## config.mk

```make
export PLATFORM = sky130hd
export DESIGN_NAME = alu_seq
export DESIGN_NICKNAME = d
export VERILOG_FILES = /design/src/rtl/alu_pkg.sv /design/src/rtl/alu_mul_shiftadd.sv /design/src/rtl/alu_seq.sv
export SDC_FILE = /design/constraint.sdc
export NUM_CORES = 1
export LEC_CHECK = 0
export CAP_MARGIN = 20
export CORE_MARGIN = 1
export CORE_UTILIZATION = 40
export DETAILED_ROUTE_END_ITERATION = 10
export SLEW_MARGIN = 20
export SYNTH_ARGS = -nofsm -noshare
export SYNTH_HDL_FRONTEND = slang
export SYNTH_SLANG_ARGS = --single-unit
export TNS_END_PERCENT = 100
```

## constraint.sdc

```tcl
create_clock -name clk -period 3.4 [get_ports clk]
set_input_delay 0.51 -clock clk [delete_from_list [all_inputs] [get_ports clk]]
set_output_delay 0.51 -clock clk [all_outputs]
set_load 0.05 [all_outputs]
```

## src/rtl/alu_pkg.sv

```systemverilog
// alu_pkg: shared definitions for the sequential ALU.
//   - 3-bit opcodes OP_ADD .. OP_MUL
//   - FSM state encoding (ST_IDLE, ST_MUL)
package alu_pkg;

  localparam logic [2:0] OP_ADD  = 3'b000;
  localparam logic [2:0] OP_SUB  = 3'b001;
  localparam logic [2:0] OP_AND  = 3'b010;
  localparam logic [2:0] OP_OR   = 3'b011;
  localparam logic [2:0] OP_PASS = 3'b100;
  localparam logic [2:0] OP_XOR  = 3'b101;
  localparam logic [2:0] OP_SHL  = 3'b110;
  localparam logic [2:0] OP_MUL  = 3'b111;

  typedef enum logic {
    ST_IDLE = 1'b0,
    ST_MUL  = 1'b1
  } state_t;

endpackage

```

## src/rtl/alu_mul_shiftadd.sv

```systemverilog
// alu_mul_shiftadd: unsigned WIDTH x WIDTH shift-add multiplier.
// Ports:
//   clk, rst    : clock, synchronous active-high reset
//   load        : capture a/b, clear accumulator, arm counter with WIDTH
//   a, b        : multiplicand / multiplier
//   fin         : high while the final step is being taken this cycle
//   prod        : {acc, multiplier} as it will be after this cycle's step;
//                 on the fin cycle this is the complete 2*WIDTH-bit product
module alu_mul_shiftadd #(
  parameter int WIDTH = 8
) (
  input  logic               clk,
  input  logic               rst,
  input  logic               load,
  input  logic [WIDTH-1:0]   a,
  input  logic [WIDTH-1:0]   b,
  output logic               fin,
  output logic [2*WIDTH-1:0] prod
);

  localparam int CW = $clog2(WIDTH + 1);

  logic [WIDTH-1:0] r_mcand;
  logic [WIDTH-1:0] r_acc;
  logic [WIDTH-1:0] r_mplier;
  logic [CW-1:0]    r_cnt;
  logic [WIDTH:0]   w_sum;

  // One extra bit keeps the carry out of the add; it becomes the acc MSB
  // after the right shift.
  assign w_sum = {1'b0, r_acc} + (r_mplier[0] ? {1'b0, r_mcand} : '0);
  assign prod  = {w_sum, r_mplier[WIDTH-1:1]};
  assign fin   = (r_cnt == CW'(1));

  always_ff @(posedge clk) begin
    if (rst) begin
      r_mcand  <= '0;
      r_acc    <= '0;
      r_mplier <= '0;
      r_cnt    <= '0;
    end else if (load) begin
      r_mcand  <= a;
      r_acc    <= '0;
      r_mplier <= b;
      r_cnt    <= CW'(WIDTH);
    end else if (r_cnt != '0) begin
      r_acc    <= w_sum[WIDTH:1];
      r_mplier <= {w_sum[0], r_mplier[WIDTH-1:1]};
      r_cnt    <= r_cnt - CW'(1);
    end
  end

endmodule

```

## src/rtl/alu_seq.sv

```systemverilog
// alu_seq: registered ALU, one operation per accepted start.
// Single-cycle ops produce done one clock after start; MUL runs WIDTH
// shift-add steps and produces done WIDTH+1 clocks after start.
// Ports:
//   clk, rst               : clock, synchronous active-high reset
//   start, A, B, ALUOp     : request + operands/opcode (sampled in IDLE)
//   busy                   : multiply in progress
//   done                   : one-cycle pulse, new result valid
//   resultado/resultado_hi : low/high result words (hi only nonzero for MUL)
//   zero, eq, carry, negative, overflow : status flags, held with result
module alu_seq
  import alu_pkg::*;
#(
  parameter int WIDTH = 8
) (
  input  logic             clk,
  input  logic             rst,
  input  logic             start,
  input  logic [WIDTH-1:0] A,
  input  logic [WIDTH-1:0] B,
  input  logic [2:0]       ALUOp,
  output logic             busy,
  output logic             done,
  output logic [WIDTH-1:0] resultado,
  output logic [WIDTH-1:0] resultado_hi,
  output logic             zero,
  output logic             eq,
  output logic             carry,
  output logic             negative,
  output logic             overflow
);

  localparam int SHW = $clog2(WIDTH);
  localparam int MSB = WIDTH - 1;

  state_t           r_state;
  logic             r_mul_eq;   // A==B of the operands captured for MUL
  logic [WIDTH:0]   w_sum;
  logic [WIDTH:0]   w_diff;
  logic [WIDTH-1:0] w_res;
  logic             w_carry;
  logic             w_ovf;
  logic             w_mul_load;
  logic             w_fin;
  logic [2*WIDTH-1:0] w_prod;

  assign w_mul_load = (r_state == ST_IDLE) && start && (ALUOp == OP_MUL);

  alu_mul_shiftadd #(.WIDTH(WIDTH)) u_mul (
    .clk  (clk),
    .rst  (rst),
    .load (w_mul_load),
    .a    (A),
    .b    (B),
    .fin  (w_fin),
    .prod (w_prod)
  );

  // Single-cycle datapath on the live bus; only used when start is taken.
  always_comb begin
    w_sum   = {1'b0, A} + {1'b0, B};
    w_diff  = {1'b0, A} - {1'b0, B};
    w_res   = '0;
    w_carry = 1'b0;
    w_ovf   = 1'b0;
    case (ALUOp)
      OP_ADD: begin
        w_res   = w_sum[WIDTH-1:0];
        w_carry = w_sum[WIDTH];
        w_ovf   = (A[MSB] == B[MSB]) && (w_sum[MSB] != A[MSB]);
      end
      OP_SUB: begin
        w_res   = w_diff[WIDTH-1:0];
        w_carry = w_diff[WIDTH];   // borrow out == A < B unsigned
        w_ovf   = (A[MSB] != B[MSB]) && (w_diff[MSB] != A[MSB]);
      end
      OP_AND:  w_res = A & B;
      OP_OR:   w_res = A | B;
      OP_PASS: w_res = A;
      OP_XOR:  w_res = A ^ B;
      OP_SHL:  w_res = A << B[SHW-1:0];
      default: w_res = '0;
    endcase
  end

  always_ff @(posedge clk) begin
    if (rst) begin
      r_state      <= ST_IDLE;
      r_mul_eq     <= 1'b0;
      busy         <= 1'b0;
      done         <= 1'b0;
      resultado    <= '0;
      resultado_hi <= '0;
      zero         <= 1'b1;
      eq           <= 1'b1;
      carry        <= 1'b0;
      negative     <= 1'b0;
      overflow     <= 1'b0;
    end else begin
      done <= 1'b0;
      case (r_state)
        ST_IDLE: begin
          if (start) begin
            if (ALUOp == OP_MUL) begin
              r_state  <= ST_MUL;
              busy     <= 1'b1;
              r_mul_eq <= (A == B);
            end else begin
              resultado    <= w_res;
              resultado_hi <= '0;
              zero         <= (w_res == '0);
              eq           <= (A == B);
              carry        <= w_carry;
              negative     <= w_res[MSB];
              overflow     <= w_ovf;
              done         <= 1'b1;
            end
          end
        end
        ST_MUL: begin
          // start is ignored here; outputs hold until the final step.
          if (w_fin) begin
            resultado    <= w_prod[WIDTH-1:0];
            resultado_hi <= w_prod[2*WIDTH-1:WIDTH];
            zero         <= (w_prod[WIDTH-1:0] == '0);
            eq           <= r_mul_eq;
            carry        <= (w_prod[2*WIDTH-1:WIDTH] != '0);
            negative     <= w_prod[MSB];
            overflow     <= 1'b0;
            done         <= 1'b1;
            busy         <= 1'b0;
            r_state      <= ST_IDLE;
          end
        end
        default: r_state <= ST_IDLE;
      endcase
    end
  end

endmodule
```

# [Word-level counts from Yosys, hierarchy flattened]
# Index checks and enable logic that the tools add are counted.
# Widths: inputs -> output; s select.
[word_totals] reg_bits=53 inputBits=22 output_inout_bits=23 elab_cells=103
[op_classes] addsub=4 n_eq_ne=17 shifts=1 mux=47 bitwise_logic=4 n_reduce_logical=14
[op_table] operator="$mux 8" n=9
[op_table] operator="$pmux 8 s7" n=1
[op_table] operator="$pmux 8 s2" n=2
[op_table] operator="$mux 1" n=23
[op_table] operator="$pmux 1 s2" n=10
[op_table] operator="$logic_not 8->1" n=2
[op_table] operator="$eq 3x3->1 const B" n=4
[op_table] operator="$add 8x8->9" n=1
[op_table] operator="$add 8x9->9" n=1
[op_table] operator="$reduce_and 3->1" n=3
[op_table] operator="$sub 8x8->9" n=1
[op_table] operator="$and 8x8->8" n=1
[op_table] operator="$eq 8x8->1" n=1
[op_table] operator="$mux 4" n=2
[op_table] operator="$or 8x8->8" n=1
[op_table] operator="$reduce_bool 8->1" n=1
[op_table] operator="$shl 8x3->8" n=1
[op_table] operator="$xor 8x8->8" n=1
[op_table] operator="$eq 3x2->1 const B" n=2
[op_table] operator="$eq 4x1->1 const B" n=1
[op_table] operator="$logic_and 1x1->1" n=4
[op_table] operator="$ne 2x1->1 const B" n=2
[op_table] operator="$ne 2x2->1 const B" n=2
[op_table] operator="$reduce_bool 4->1" n=1
[op_table] operator="8 further kinds" n=10

# [Longest topological paths before layout]
# Gate-level depths: netlist (run 1).
[depth] word_depth=7 ltp_mapped=11 mapped_depth_nobuf=11

# [By module]
# Synthesis (run 1) repeated with hierarchy kept, for this count alone.
[hier_totals] hier_cells=521 area_unflattened_um2=4220.3
[modules_own_cells] module="alu_seq" instances=1 cells_per_inst=338 area_each_um2=2668.8 seq_area_each_um2=480.5
[modules_own_cells] module="alu_mul_shiftadd" instances=1 cells_per_inst=183 area_each_um2=1551.5 seq_area_each_um2=560.5

# [Least setup slack after synthesis (run 1)]
# No wires, ideal clock.
[synth_path] path_type="input to register" from="in B[1]" to="reg zero" setup_time_ns=0.122 arrival_time_ns=2.541 t_required_ns=3.278 path_slack_ns=0.737 path_stages=10 path_buffers=1 cell_sequence="buf_2 clkinv_1 ha_1 a21oi_1 o22ai_1 o41ai_1 mux2i_1 xor2_1 a211oi_1 a311o_1"
[synth_between] elab_chain_cells=6 word_cells_on_any_way=11 cone_classes="add/sub (2); shift (1); mux (4); bitwise (3); reduce/logical (1)"
[synth_rtl] item="start: declaration" line="alu_seq.sv:20" text="input logic [WIDTH-1:0] B,"
[synth_rtl] item="$sub 8x8->9, or another cell as far along" line="alu_seq.sv:62" text="w_diff = {1'b0, A} - {1'b0, B};"
[synth_rtl] item="$pmux 8 s7 *" line="alu_seq.sv:66" text="case (ALUOp)"
[synth_rtl] item="$logic_not 8->1 *" line="alu_seq.sv:111" text="zero <= (w_res == '0);"
[synth_rtl] item="$mux 1 *" line="alu_seq.sv:104" text="if (ALUOp == OP_MUL) begin"
[synth_rtl] item="$mux 1 *" line="alu_seq.sv:103" text="if (start) begin"
[synth_rtl] item="$pmux 1 s2 *" line="alu_seq.sv:101" text="case (r_state)"
[synth_rtl] item="end signal: assignment" line="alu_seq.sv:111"
[synth_rtl] item="end signal: assignment" line="alu_seq.sv:125" text="zero <= (w_prod[WIDTH-1:0] == '0);"
[synth_rtl] item="end: declaration" line="alu_seq.sv:26" text="output logic zero,"
# Every way passes the cells marked *; elsewhere a longest branch is shown, timed or not. The select of a mux whose other input is x is not followed.
# A chain may end at the register's enable or synchronous reset.

# [Worst setup path in the final report (run 1)]
[layout_path] from="in B[2]" to="reg zero"
# Same word-level chain as after synthesis.

==> metrics.md, run 1 <==
| Metric | Value |
|---|---|
| Run status | `completed` |
| Dpl cell area | `0.00455 mm²` |
| Final Cell Area | `0.00464 mm²` |
| #FFs+latches synth | `52` |
| P_int | `about 1.2 mW` |
| Critical path startpoint | `B[2]` |
| Max_slew headroom | `51.1%` |
| Post-DRT Antenna Nets | `0` |
| Total power | `1.95 mW` |
| Sequential share of power | `38.1%` |
| Max-cap viol count | `0` |
| GRT busiest layer | `met1` |
| Worst-path fanout max | `10` |
| Combinational Power Share | `a little over two fifths` |
| Syn_area_per_cell | `7.88 µm²` |
| Worst Setup End Kind | `register` |
| ANT cells | `0` |
| Vias post-DR | `3751` |
| All-Layer GR Usage | `a little under a quarter` |
| Post-synthesis sequential area ratio | `between 20% and 30%` |
| Dominant cell type by area after synthesis | `dfxtp_1` |
| Post_cts resized | `0` |
| Sw Ratio | `between 40% and 50%` |
| Post-Route WL | `11300 µm` |
| Area Growth Syn to Fin | `17.8%` |
| Fmax | `326 MHz` |
| Global Route met3 Usage | `2.76%` |
| Non-Filler Instances | `between 600 and 700` |
| Fillers | `979` |
| PD cells | `420 mW/mm²` |
| GP Congestion | `0.936` |
| CTS H-tree depth | `2` |
| Initial antenna violation count | `0` |
| M2 GR Usage | `35.0%` |
| Synth unique cells | `about 70` |
| Critical path class | `input port to register` |
| Post-CTS Hold Buffers | `0` |
| Synth area leaders | `dfxtp_1 (26%), ha_1 (11%), a21oi_1 (6.3%)` |
| Grt total ovfl | `0` |
| Vias in the first global route | `about 3400` |
| HP Start | `u_mul.r_mcand[3]$_SDFFE_PP0P_` |
| Critical R2R Launch | `u_mul.r_mplier[0]$_SDFFE_PP0P_` |
| DRC viols | `0` |
| Final HPWL DP | `8790 µm` |
| Starting density of the core | `42.1%` |
| Initial DRT Pass Iterations | `5` |
| RSZ-0062 raised after global routing | `no` |
| CP Launch Type | `input port` |
| CTS tree | `yes` |
| Routed vias/inst | `5.57` |
| # Post-CTS Setup Buffers | `0` |
| # placed instances | `666` |
| Multi-input gate area | `0.00260 mm²` |
| Min Tclk post-route | `about 3000 ps` |
| Number of top-level pins | `45` |
| Fin nets | `604` |
| Share of cells above drive strength 1 | `9.72%` |
| Max rail drop VDD | `331 µV` |
| Fin Setup TNS | `0 ps` |
| TritonCTS Sinks | `52` |
| Synth top area share | `about a quarter` |
| Total CTS buffers | `5` |
| Worst min-delay path category | `register to register` |
| Largest net degree at the start of global routing | `35` |
| Die height | `101 µm` |
| P_sw | `787 µW` |
| Port Buffer Count | `44` |
| Ys async rst share | `0%` |
| CTS clock-pin slew for the worst setup and hold paths | `roughly 100 ps` |
| Fin. Hold Viols | `0` |
| Register area | `between 0.001 and 0.0015 mm²` |
| Pleak | `1.86 nW` |
| Worst Path Required | `3610 ps` |
| Clock Latency Late Sink | `310 ps` |
| Area of the core | `0.00937 mm²` |
| Gate count of the mapped netlist | `500` |
| Final Max Slew Viols | `0` |
| Final period utilization | `approximately nine tenths` |
| Synth Net Count | `560` |
| Die width | `about 100 µm` |
| First-pass GRT wire length | `between 15000 and 20000 µm` |
| CTS Root Cell | `clkbuf_8` |
| Met1 Resource Use GR | `a little over a third` |
| Post-synth EDFFs | `0` |
| Slew @ Worst Pin | `726 ps` |
| Post-Syn Area | `0.00394 mm²` |
| Top FF cell, synth | `dfxtp_1` |
| Clock share of power | `about a fifth` |
| Cell Rows | `35` |
| Setup-failing EPs final | `0` |
| Critical path arrival | `approximately 3300 ps` |
| Layout Skew | `between 10 and 15 ps` |
| Initial DRC count | `225` |
| Avg WL per Cell | `16.8 µm` |
| Max Buffers Root-to-Sink | `2` |
| Die area | `slightly above 0.01 mm²` |
| Synthesis warning total | `0` |
-- kinds of logic after synthesis --
kind of cell	synth area share (%)
fa+ha+maj	12.6
simple gates	21.5
compound gates	24.5
xor+xnor	2.44
mux	4.95
buf+inv	7.56
flops	26.4
-- final timing paths --
kind,depth (start not counted),to,slack (ps)
hold / removal,2,u_mul.r_mcand[3]$_SDFFE_PP0P_,450
setup / recovery,10,zero$_SDFFE_PP1P_,330
setup reg to reg,11,carry$_SDFFE_PP0P_,420
hold reg to reg,2,u_mul.r_mcand[3]$_SDFFE_PP0P_,450
-- placed cells by master, fill, tap and decap left out, types with 3 or more instances in the layout --
cell	count
a211oi_1	10
a21oi_1	50
a21oi_2	3
a221oi_1	4
a22oi_1	8
a2bb2oi_1	3
a311oi_1	9
a31oi_1	3
and2_1	10
buf_4	24
clkbuf_8	6
clkdlybuf4s50_1	44
dfxtp_1	52
fa_1	3
ha_1	35
inv_1	30
mux2_2	3
mux2i_1	9
nand2_1	60
nand2b_1	6
nand3_1	6
nor2_1	58
nor2b_1	5
nor3_1	9
nor4_1	5
o211ai_1	3
o21a_1	3
o21ai_0	18
or3_1	5
xnor2_1	7
xor2_1	4
-- Yosys cell counts, drive strengths merged, types with 2 or more instances --
master,n
o31ai,2
o21a,3
nand3b,2
a211oi,11
ha,35
inv,31
fa,3
and2,10
nand4,2
o21ai,18
nor2,58
a31oi,3
nor2b,6
nand3,6
dfxtp,52
xor2,4
o21bai,2
nor3,10
nand2b,6
a221oi,5
xnor2,7
o22ai,2
nand2,60
or2,3
a2bb2oi,3
or3,6
o41ai,2
nor4,5
clkbuf,18
mux4,3
o211a,2
a311oi,9
o211ai,3
buf,13
o311ai,3
mux2i,9
a22oi,8
mux2,3
a21oi,53
nand4b,2
-- sequential cells by signal (all words and copies together), names as in the netlist, 4 cells and up --
register        count
resultado           7
u_mul.r_mcand       8
u_mul.r_acc         8
u_mul.r_cnt         4
u_mul.r_mplier      8
resultado_hi        8
-- stage by stage --
stage,hold WS [ps],setup WS (ps),utilization (%)
finish,455,335,49.5
global route,474,194,49.5
CTS,458,383,49.5
detailed placement,444,58.1,48.5
global placement,442,41.4,48.5
floorplan,432,737,-
-- cell type report --
type | count | share of cell area [%]
repair buffers | 68 | 13.4
inverters | 32 | 2.59
well taps | 129 | 3.48
clock buffers | 6 | 1.78
multi-input cells | 385 | 56.1
clock inverters | 2 | 0.296
flip-flops and latches | 52 | 22.4
-- worst max-delay path, stage by stage --
cell and delay [ps]:
clkdlybuf4s50_1 550, inv_1 100, ha_1 560, nor2b_1 130
o311ai_1 390, a2bb2oi_1 150, mux2i_1 200, xor2_1 230
a211oi_1 120, a311o_1 330
-- power by group through the flow --
stage / logic, mW / registers [mW] / clock network (mW)
after floorplan: 0.550 / 0.784 / 0
after global placement: 0.814 / 0.755 / 0
after detailed placement: 0.821 / 0.757 / 0
after CTS: 0.826 / 0.744 / 0.384
after global routing: 0.921 / 0.755 / 0.409
final: 0.827 / 0.744 / 0.381
-- metal layers --
layer  vias up  wire, µm
met4         0       176
met3        13       542
met5         -         0
li1       1857         -
met2       103      4850
met1      1778      5750
Note: power is estimated with default switching activity, not from simulation.
==> run 2: changes to the inputs <==
--- a/config.mk
+++ b/config.mk
@@ -6,7 +6,7 @@
 export NUM_CORES = 1
 export LEC_CHECK = 0
 export CAP_MARGIN = 20
-export CORE_MARGIN = 1
+export CORE_MARGIN = 3
 export CORE_UTILIZATION = 40
 export DETAILED_ROUTE_END_ITERATION = 10
 export SLEW_MARGIN = 20
==> run 2 against run 1 <==
  * First-iteration DRC count unchanged
  * Die area is 8.1% higher
  * Routed wire length grew 1.4%
  * Critical path depth stayed put
  * Register-to-register slack better by 60 ps
  * Clock skew fell by 3.4 ps
==> metrics.md, run 2 (same netlist as run 1, synthesis figures left out) <==
| Metric | Value |
|---|---|
| CTS H-tree depth | `2 (unchanged)` |
| Post-CTS Hold Buffers | `0 (unchanged)` |
| Critical path arrival | `3320 ps (was 3280 ps)` |
| Worst Path Required | `3610 ps (about the same)` |
| CTS Root Cell | `clkbuf_8 (unchanged)` |
| Max_slew headroom | `45.0% (was 51.1%)` |
| Initial DRC count | `225 (unchanged)` |
| All-Layer GR Usage | `21.0% (was 23.4%)` |
| Worst Setup End Kind | `register (unchanged)` |
| Area of the core | `0.00942 mm² (was 0.00937 mm²)` |
| # placed instances | `667 (was 666)` |
| Die width | `105 µm (was 101 µm)` |
| Register area | `0.00104 mm² (unchanged)` |
| Port Buffer Count | `44 (unchanged)` |
| Starting density of the core | `41.9% (was 42.1%)` |
| Total power | `2.02 mW (was 1.95 mW)` |
| Largest net degree at the start of global routing | `44 (was 35)` |
| Avg WL per Cell | `17.0 µm (was 16.8 µm)` |
| Routed vias/inst | `5.57 (about the same)` |
| Dpl cell area | `0.00455 mm² (about the same)` |
| Max Buffers Root-to-Sink | `2 (unchanged)` |
| Min Tclk post-route | `3100 ps (was 3070 ps)` |
| Vias in the first global route | `3629 (was 3430)` |
| Final Util | `49.6% (was 49.5%)` |
| Worst-path fanout max | `10 (unchanged)` |
| CTS tree | `yes (unchanged)` |
| Number of top-level pins | `45 (unchanged)` |
| Max rail drop VDD | `373 µV (was 331 µV)` |
| Fin. Hold Viols | `0 (unchanged)` |
| Post_cts resized | `0 (unchanged)` |
| Pleak | `1.87 nW (was 1.86 nW)` |
| CP Launch Type | `input port (unchanged)` |
| Final period utilization | `91.3% (was 90.2%)` |
| Fin nets | `605 (was 604)` |
| Die height | `105 µm (was 101 µm)` |
| Max-cap viol count | `0 (unchanged)` |
| Most frequent cells in the layout | `nand2_1 (60), nor2_1 (58), dfxtp_1 (52) (unchanged)` |
| DRC viols | `0 (unchanged)` |
| Cell Rows | `35 (unchanged)` |
| Final Cell Area | `0.00467 mm² (was 0.00464 mm²)` |
| Post-DRT Antenna Nets | `0 (unchanged)` |
| GP Congestion | `0.938 (was 0.936)` |
| Multi-input gate area | `0.00260 mm² (unchanged)` |
| RSZ-0062 raised after global routing | `no (unchanged)` |
| Initial antenna violation count | `0 (unchanged)` |
| Slew @ Worst Pin | `817 ps (was 726 ps)` |
| Commonest non-fill, non-tap cell in the layout | `nand2_1 (unchanged)` |
| Grt total ovfl | `0 (unchanged)` |
| Critical path class | `input port to register (unchanged)` |
| CTS clock-pin slew for the worst setup and hold paths | `100 ps (about the same)` |
| Fmax | `322 MHz (was 326 MHz)` |
| Fin Setup TNS | `0 ps (unchanged)` |
| Total CTS buffers | `5 (unchanged)` |
| Post-Route WL | `11500 µm (was 11300 µm)` |
| Vias post-DR | `3761 (was 3751)` |
| Setup WS post-layout | `297 ps (was 335 ps)` |
| Fillers | `920 (was 979)` |
| PD cells | `434 mW/mm² (was 420 mW/mm²)` |
| Area Growth Syn to Fin | `18.5% (was 17.8%)` |
| Setup-failing EPs final | `0 (unchanged)` |
| Final Max Slew Viols | `0 (unchanged)` |
| Share of cells above drive strength 1 | `9.89% (was 9.72%)` |
| TritonCTS Sinks | `52 (unchanged)` |
| # Post-CTS Setup Buffers | `0 (unchanged)` |
| First-pass GRT wire length | `19000 µm (was 18500 µm)` |
| ANT cells | `0 (unchanged)` |
| Layout Skew | `9.33 ps (was 12.8 ps)` |
| Run status | `completed (unchanged)` |
| Final HPWL DP | `8850 µm (was 8790 µm)` |
| Non-Filler Instances | `675 (was 674)` |
| Initial DRT Pass Iterations | `5 (unchanged)` |
| Worst min-delay path category | `register to register (unchanged)` |
| Hold Slack | `455 ps (about the same)` |
| Die area | `0.0111 mm² (was 0.0103 mm²)` |
| Dpl ws | `36.3 ps (was 58.1 ps)` |
| Clock Latency Late Sink | `310 ps (about the same)` |
==> run 2: layout make-up <==
type                            count  share of cell area, %
Tap cell                          129                   3.46
Clock buffer                        5                   1.47
Clock inverter                      3                   1.02
Sequential cell                    52                   22.3
Timing Repair Buffer               69                   13.5
Inverter                           32                   2.57
Multi-Input combinational cell    385                   55.7
==> run 2: routing by layer <==
metal | vias to the layer above | track usage [%] | wire, µm
met5 | - | 0 | 0
met2 | 142 | 32.3 | 5100
met4 | 0 | 5.44 | 148
met3 | 15 | 3.61 | 829
met1 | 1741 | 30.2 | 5400
li1 | 1863 | - | -
==> run 2: report_power, final <==
part	switching (mW)	internal (mW)
registers	0.0589	0.685
clock network	0.219	0.222
logic	0.524	0.315
total	0.802	1.22
==> run 2: worst paths after layout <==
kind                                        from                             to  slack, ps  depth (start not counted)
setup / recovery                            B[2]              zero$_SDFFE_PP1P_        300                         10
hold / removal     u_mul.r_mcand[6]$_SDFFE_PP0P_  u_mul.r_mcand[6]$_SDFFE_PP0P_        460                          2
setup reg to reg  u_mul.r_mplier[0]$_SDFFE_PP0P_             carry$_SDFFE_PP0P_        480                         11
hold reg to reg    u_mul.r_mcand[6]$_SDFFE_PP0P_  u_mul.r_mcand[6]$_SDFFE_PP0P_        460                          2
==> run 2: worst max-delay path: stages <==
cell	delay [ps]
clkdlybuf4s50_1	540
inv_1	100
ha_1	570
nor2b_1	180
o311ai_1	390
a2bb2oi_1	160
mux2i_1	190
xor2_1	230
a211oi_1	110
a311o_1	320
==> run 3: changes to the inputs <==
==> constraint.sdc (replaced) <==
create_clock -name clk -period 3.4 [get_ports clk]
set_input_delay 0.85 -clock clk [delete_from_list [all_inputs] [get_ports clk]]
set_output_delay 0.85 -clock clk [all_outputs]
set_load 0.05 [all_outputs]
==> run 3 against run 2 <==
  * Combinational power rose by 2.7%
  * Highest routed layer unchanged
  * Design area is 3.7% higher
  * Die area is the same
  * Sequential power shrank 0.5%
  * Global-route usage up 0.35 points
==> metrics.md, run 3 (same netlist as run 1, synthesis figures left out) <==
| Metric | Value |
|---|---|
| Die width | `105 µm (unchanged)` |
| Initial DRT Pass Iterations | `5 (unchanged)` |
| Max Buffers Root-to-Sink | `2 (unchanged)` |
| Port Buffer Count | `44 (unchanged)` |
| Min Tclk post-route | `3250 ps (was 3100 ps)` |
| Max_slew headroom | `56.4% (was 45.0%)` |
| Area of the core | `0.00942 mm² (unchanged)` |
| Final Cell Area | `0.00484 mm² (was 0.00467 mm²)` |
| Die height | `105 µm (unchanged)` |
| Area Growth Syn to Fin | `22.8% (was 18.5%)` |
| Initial DRC count | `205 (was 225)` |
| Critical path arrival | `3460 ps (was 3320 ps)` |
| Worst-path fanout max | `3 (was 10)` |
| PD cells | `409 mW/mm² (was 434 mW/mm²)` |
| Max rail drop VDD | `396 µV (was 373 µV)` |
| Run status | `completed (unchanged)` |
| Max stage delay cell, worst path | `clkdlybuf4s50_1 (was ha_1)` |
| Worst Setup End Kind | `register (unchanged)` |
| Final Util | `51.4% (was 49.6%)` |
| Commonest non-fill, non-tap cell in the layout | `nand2_1 (unchanged)` |
| Clock Latency Late Sink | `310 ps (about the same)` |
| ANT cells | `0 (unchanged)` |
| Critical path's largest stage delay | `480 ps (was 570 ps)` |
| Dpl cell area | `0.00475 mm² (was 0.00455 mm²)` |
| Critical path class | `input port to register (unchanged)` |
| First-pass GRT wire length | `19300 µm (was 19000 µm)` |
| Number of top-level pins | `45 (unchanged)` |
| Layout Skew | `8.97 ps (was 9.33 ps)` |
| Cell Rows | `35 (unchanged)` |
| CTS H-tree depth | `2 (unchanged)` |
| Max-cap viol count | `0 (unchanged)` |
| Worst Path Required | `3610 ps (about the same)` |
| Slew @ Worst Pin | `653 ps (was 817 ps)` |
| All-Layer GR Usage | `21.3% (was 21.0%)` |
| Die area | `0.0111 mm² (unchanged)` |
| Fillers | `943 (was 920)` |
| Vias post-DR | `3831 (was 3761)` |
| Most frequent cells in the layout | `nand2_1 (60), nor2_1 (58), dfxtp_1 (52) (unchanged)` |
| Post-Route WL | `11500 µm (about the same)` |
| TritonCTS Sinks | `52 (unchanged)` |
| CTS Root Cell | `clkbuf_8 (unchanged)` |
| # Post-CTS Setup Buffers | `0 (unchanged)` |
| Final Max Slew Viols | `0 (unchanged)` |
| CTS tree | `yes (unchanged)` |
| RSZ-0062 raised after global routing | `no (unchanged)` |
| GP Congestion | `0.894 (was 0.938)` |
| Pleak | `1.98 nW (was 1.87 nW)` |
| Total CTS buffers | `5 (unchanged)` |
| Final period utilization | `95.6% (was 91.3%)` |
| Routed vias/inst | `5.48 (was 5.57)` |
| DRC viols | `0 (unchanged)` |
| Starting density of the core | `41.9% (unchanged)` |
| CP Launch Type | `input port (unchanged)` |
| Total power | `1.98 mW (was 2.02 mW)` |
| CTS clock-pin slew for the worst setup and hold paths | `100 ps (about the same)` |
| Fin. Hold Viols | `0 (unchanged)` |
| Largest net degree at the start of global routing | `40 (was 44)` |
| Initial antenna violation count | `0 (unchanged)` |
| Fin Setup TNS | `0 ps (unchanged)` |
| Fin nets | `629 (was 605)` |
| Post-CTS Hold Buffers | `0 (unchanged)` |
| Post_cts resized | `0 (unchanged)` |
| Vias in the first global route | `3722 (was 3629)` |
| Worst path cell trace | `clkdlybuf4s50_1 > inv_1 > ha_1 > fa_1 > o21bai_4 > a21oi_2 > o311ai_0 > o2111ai_1 > o211ai_1 > a211oi_1 > a311o_1 (was clkdlybuf4s50_1 > inv_1 > ha_1 > nor2b_1 > o311ai_1 > a2bb2oi_1 > mux2i_1 > xor2_1 > a211oi_1 > a311o_1)` |
| Grt total ovfl | `0 (unchanged)` |
| Avg WL per Cell | `16.4 µm (was 17.0 µm)` |
| Final HPWL DP | `9010 µm (was 8850 µm)` |
| Setup-failing EPs final | `0 (unchanged)` |
| Share of cells above drive strength 1 | `13.7% (was 9.89%)` |
| Fmax | `308 MHz (was 322 MHz)` |
| Worst min-delay path category | `register to register (unchanged)` |
| Post-DRT Antenna Nets | `0 (unchanged)` |
run 3: cell types whose count changed in the layout (fill, tap and decap cells not counted):
cell	change
buf_12	+1
buf_4	+23
bufinv_16	-1
clkinv_4	-1
inv_6	+2
run 3: layout make-up:
type | count | area [µm²] | area share, %
Inverter | 32 | 120 | 2.48
Multi-Input combinational cell | 385 | 2600 | 53.8
Clock buffer | 5 | 68.8 | 1.42
Clock inverter | 3 | 26.3 | 0.543
Sequential cell | 52 | 1040 | 21.5
Timing Repair Buffer | 93 | 821 | 17.0
Tap cell | 129 | 161 | 3.33
run 3: stage by stage:
stage                     setup slack, ps  hold WS, ps  instances
final                                 150          456        699
after global routing                 8.61          470        699
after global placement              -94.0          442        691
after detailed placement             -189          445        691
after CTS                             144          457        699
after floorplan                       397          432        500
run 3: where the power goes:
part | internal, mW | switching [mW]
combinational | 0.335 | 0.527
clock | 0.152 | 0.225
sequential | 0.685 | 0.0550
total | 1.17 | 0.806
run 3: final timing paths:
| kind | startpoint | to | slack [ps] | cells after the start |
|---|---|---|---|---|
| setup / recovery | A[0] | zero$_SDFFE_PP1P_ | 150 | 11 |
| hold / removal | u_mul.r_mcand[4]$_SDFFE_PP0P_ | u_mul.r_mcand[4]$_SDFFE_PP0P_ | 460 | 2 |
| setup reg to reg | u_mul.r_mplier[0]$_SDFFE_PP0P_ | carry$_SDFFE_PP0P_ | 450 | 11 |
| hold reg to reg | u_mul.r_mcand[4]$_SDFFE_PP0P_ | u_mul.r_mcand[4]$_SDFFE_PP0P_ | 460 | 2 |
run 3: per-layer routing:
metal | GRT usage (%) | share of wire [%] | vias up
met5 | 0 | 0 | -
met1 | 31.3 | 49 | 1782
met3 | 3.74 | 6.1 | 13
met4 | 4.03 | 1.2 | 0
li1 | - | - | 1909
met2 | 32.8 | 44 | 127
run 3: critical path: cells and delay by family:
kind,cells,cell delay [ps]
AOI/OAI and AO/OA,7,1390
adders and majority gates,2,680
buffers and inverters,2,540
